## src/rtl/mlp_pkg.sv

```systemverilog
// mlp_pkg: shared output-layer constants and the result-transmit state type
package mlp_pkg;

    localparam int DATA_W = 16;
    localparam int NUM_OUT = 10;
    localparam int ADDR_W = 12;
    localparam int RAM_AW = 4;
    localparam logic [ADDR_W-1:0] OUT_BASE_ADDR = 12'hC00;

    typedef enum logic [1:0] {IDLE, READ, WAIT, SEND} tx_state_e;

endpackage

```

## src/rtl/output_stream_tx.sv

```systemverilog
// output_stream_tx: streams NUM_OUT output-neuron results from the result RAM to the classifier
module output_stream_tx #(
    parameter int NUM_OUT = mlp_pkg::NUM_OUT,
    parameter int DATA_W = mlp_pkg::DATA_W,
    parameter int ADDR_W = mlp_pkg::ADDR_W,
    parameter logic [ADDR_W-1:0] BASE_ADDR = mlp_pkg::OUT_BASE_ADDR,
    parameter int RAM_AW = mlp_pkg::RAM_AW
) (
    input  logic              clk,
    input  logic              reset_n,
    input  logic              start,
    output logic              busy,
    output logic              mem_rd_en,
    output logic [RAM_AW-1:0] mem_rd_addr,
    input  logic [DATA_W-1:0] mem_rd_data,
    output logic              out_valid,
    input  logic              out_ready,
    output logic [DATA_W-1:0] out_data,
    output logic [ADDR_W-1:0] out_addr,
    output logic              done
);
    import mlp_pkg::tx_state_e;
    import mlp_pkg::IDLE;
    import mlp_pkg::READ;
    import mlp_pkg::WAIT;
    import mlp_pkg::SEND;

    localparam int K_W = $clog2(NUM_OUT);

    tx_state_e   state_q, state_d;
    logic [K_W-1:0]    k_q, k_d;
    logic [DATA_W-1:0] data_q, data_d;
    logic        busy_q, busy_d;
    logic        done_q, done_d;

    // state, beat counter, captured result and status flags
    always_ff @(posedge clk or negedge reset_n) begin
        if (!reset_n) begin
            state_q <= IDLE;
            k_q     <= '0;
            data_q  <= '0;
            busy_q  <= 1'b0;
            done_q  <= 1'b0;
        end else begin
            state_q <= state_d;
            k_q     <= k_d;
            data_q  <= data_d;
            busy_q  <= busy_d;
            done_q  <= done_d;
        end
    end

    // one RAM read, one capture and one held beat per neuron; done stays set until the next start
    always_comb begin
        state_d   = state_q;
        k_d       = k_q;
        data_d    = data_q;
        busy_d    = busy_q;
        done_d    = done_q;
        mem_rd_en = 1'b0;
        out_valid = 1'b0;
        case (state_q)
            IDLE: if (start) begin
                k_d     = '0;
                done_d  = 1'b0;
                busy_d  = 1'b1;
                state_d = READ;
            end
            READ: begin
                mem_rd_en = 1'b1;
                state_d   = WAIT;
            end
            WAIT: begin
                data_d  = mem_rd_data;
                state_d = SEND;
            end
            SEND: begin
                out_valid = 1'b1;
                if (out_ready) begin
                    if (k_q == K_W'(NUM_OUT - 1)) begin
                        busy_d  = 1'b0;
                        done_d  = 1'b1;
                        state_d = IDLE;
                    end else begin
                        k_d     = k_q + 1'b1;
                        state_d = READ;
                    end
                end
            end
            default: state_d = IDLE;
        endcase
    end

    assign mem_rd_addr = (state_q == READ) ? RAM_AW'(k_q) : '0;
    assign out_data    = data_q;
    assign out_addr    = BASE_ADDR + ADDR_W'(k_q);
    assign busy        = busy_q;
    assign done        = done_q;

endmodule
```

## config.mk

```make
export PLATFORM = sky130hd
export DESIGN_NAME = output_stream_tx
export DESIGN_NICKNAME = d
export VERILOG_FILES = /design/src/rtl/mlp_pkg.sv /design/src/rtl/output_stream_tx.sv
export SDC_FILE = /design/constraint.sdc
export NUM_CORES = 1
export LEC_CHECK = 0
export CAP_MARGIN = 15
export CORE_UTILIZATION = 43
export CTS_BUF_LIST = sky130_fd_sc_hd__clkbuf_4 sky130_fd_sc_hd__clkbuf_8
export CTS_CLUSTER_SIZE = 25
export DETAILED_ROUTE_END_ITERATION = 10
export PLACE_DENSITY = 0.88
export RECOVER_POWER = 100
export SYNTH_ARGS = -nofsm -noshare
export SYNTH_HDL_FRONTEND = slang
export SYNTH_SLANG_ARGS = --single-unit
```

## constraint.sdc

```tcl
create_clock -name clk -period 2.05 [get_ports clk]
set_clock_uncertainty 0.05 [all_clocks]
set_input_delay 0.205 -clock clk [delete_from_list [all_inputs] [get_ports clk]]
set_output_delay 0.205 -clock clk [all_outputs]
set_load 0.05 [all_outputs]
```

==> results_dict.tcl <==
set metrics [dict create \
    status "finished, violations left" \
    initial_core_util 0.459 \
    cts-resized-gates 0 \
    gp_congestion 0.883 \
    rows 19 \
    cts_max_path_buffers 2 \
    cts_tree "built" \
    synth_seq_area_share 0.466 \
    cts.sinks 24 \
    port_buffers 47 \
    wirelength_microns 2730 \
    drc_errors 16 \
    grt_first_pass_wirelength_microns 4570 \
    holdCritPathClass "input port to flop" \
    final_common_cell "dfrtp_1" \
    yosys_warnings 0 \
    ys_ff_latch 24 \
    antennaDiodeCount 0 \
    slowest_stage "dlygate4sd3_1" \
    synth_top_area_share 0.466 \
    syn-cell-area_sq_um 1290 \
    reg2reg_slack_ps 150 \
    power_density_nw_per_um2 1800 \
    synth_cell_types 35 \
    vias_per_cell 5.28 \
    cp.arrival_ps 1670 \
    tns_ps 0 \
    crit_chain "dlygate4sd3_1" \
    rsz0062_at_grt "no" \
    violations "design-rule violations" \
    crit_required_ps 1790 \
    firstDrtPassIters 7 \
    grt_max_degree 25 \
    synth_edf_count 0 \
    vdd_drop_max_mv 0.977 \
    vias 983 \
    cts_buffers 3 \
    hold_violations 0 \
    critPathBufInv 1 \
    crit_fanout 6 \
    slew-limit-headroom 0.175 \
    final_cell_mix "dfrtp_1 (24), clkdlybuf4s50_1 (21), dlygate4sd3_1 (20)" \
    crit_path_end_kind "primary output" \
    placed_cells 182 \
    synthCells 109 \
    cap_viol_max_count 0 \
    hold_buffers 0 \
    avgSynthCellArea_sq_um 11.8 \
    clk_latency_ps 300 \
    synth-async-reset-ratio 1.00 \
    synth_flop_cell "dfrtp_1" \
    die_y_microns 56.7 \
    post-route-period-util 0.938 \
    root_buffer "clkbuf_4" \
    synth_area_leaders "dfrtp_1 (47%), mux2_2 (14%), ha_1 (7.8%)" \
    grtUsageTotal 0.181 \
    setup_viol 0 \
    synth_top_cell_by_area "dfrtp_1" \
    die_w_microns 56.7 \
    tightest_slew_ps 1240 \
    max_stage_delay_ps 900 \
    clock_tree.htree_level_count 1 \
    wire_per_inst_microns 14.7 \
    final_nets 184 \
    die_area_sq_um 3220 \
    first_iter_violations 42 \
    ios 56 \
    fin_cells 186 \
    post-route-min-period_ps 1920 \
    path_delay_family "buffers and inverters" \
    crit_type "flop to primary output" \
    antenna_found_initial 0 \
    clkSlewWorstSetupHoldPaths_ps 130 \
    worstSetupStartpointType "flop" \
    fillers 232 \
    synthToLayoutAreaGrowth_pct 36.2 \
    ant_nets 0 \
    grt_pass1_vias 992 \
    drive_above_1_share 0.181 \
    core_sq_um 2810 \
    finalMaxSlewViolations 0 \
    dp_hpwl_microns 2070 \
    fmax_mhz 520 \
    leakagePower_nw 0.771 \
    grt-ovfl-total 0 \
    cts_setup_buffers 0 \
]
layout make-up:
class	count	area, sq um	area share
clock buffers	4	36.3	0.0207
inverters	5	18.8	0.0107
flip-flops and latches	24	601	0.342
multi-input cells	73	597	0.340
repair buffers	49	464	0.264
well taps	31	38.8	0.0221
sequential cells by signal, indices dropped and copies added, names as in the netlist:
signal / flops
k_q: 4
state_q: 2
done: 1
out_data: 16
busy: 1
synth_stat cells (all sizes together) (2+ instances only):
| master | instances |
|---|---|
| conb | 2 |
| o311ai | 3 |
| o31ai | 4 |
| nand2b | 2 |
| and2 | 4 |
| o21ai | 2 |
| nor2b | 2 |
| buf | 11 |
| ha | 8 |
| mux2 | 16 |
| dfrtp | 24 |
| nand3b | 3 |
| clkbuf | 2 |
| inv | 5 |
| nand3 | 6 |
cell families (layout without fill, tap and decap cells):
logic type / after synthesis / count (layout) / share of synthesized area
flops: 24 / 24 / 0.466
buf+inv: 18 / 58 / 0.0884
compound gates: 15 / 15 / 0.0884
other cells: 2 / 8 / 0.00583
mux: 17 / 17 / 0.148
fa+ha+maj: 8 / 8 / 0.0777
simple gates: 25 / 25 / 0.126
stage by stage:
stage / total power, mW / setup slack [ps] / hold WS, ps / util / instance area [sq um]
floorplan: 2.40 / 162 / -141 / - / 1310
global placement: 2.97 / 413 / 438 / 0.620 / 1740
detailed placement: 3.04 / 349 / 451 / 0.620 / 1740
CTS: 3.28 / 126 / 209 / 0.632 / 1770
global route: 3.35 / 56.9 / 439 / 0.626 / 1760
finish: 3.16 / 128 / 456 / 0.626 / 1760
final timing paths:
| check | start | end | depth (start not counted) |
|---|---|---|---|
| max | k_q[1]$_DFFE_PN0P_ | out_addr[1] | 1 |
| min | mem_rd_data[7] | out_data[7]$_DFFE_PN0N_ | 2 |
| max reg2reg | state_q[0]$_DFFE_PN0P_ | k_q[3]$_DFFE_PN0P_ | 5 |
| min reg2reg | out_data[1]$_DFFE_PN0N_ | out_data[1]$_DFFE_PN0N_ | 1 |
| max in group asynchronous | reset_n | out_data[3]$_DFFE_PN0N_ | 2 |
| min in group asynchronous | reset_n | out_data[11]$_DFFE_PN0N_ | 2 |
per-layer routing:
metal,vias up,wire length [microns],global-route usage
met5,-,0,0
met4,0,0,0.0418
met3,0,257,0.0438
met2,63,1280,0.313
met1,446,1190,0.229
li1,474,-,-
power breakdown:
part           switching [mW]  total, mW  internal, mW
Combinational            1.35       2.05         0.696
Sequential              0.164      0.868         0.704
Clock                   0.136      0.244         0.108
(Power assumes the default switching activity.)
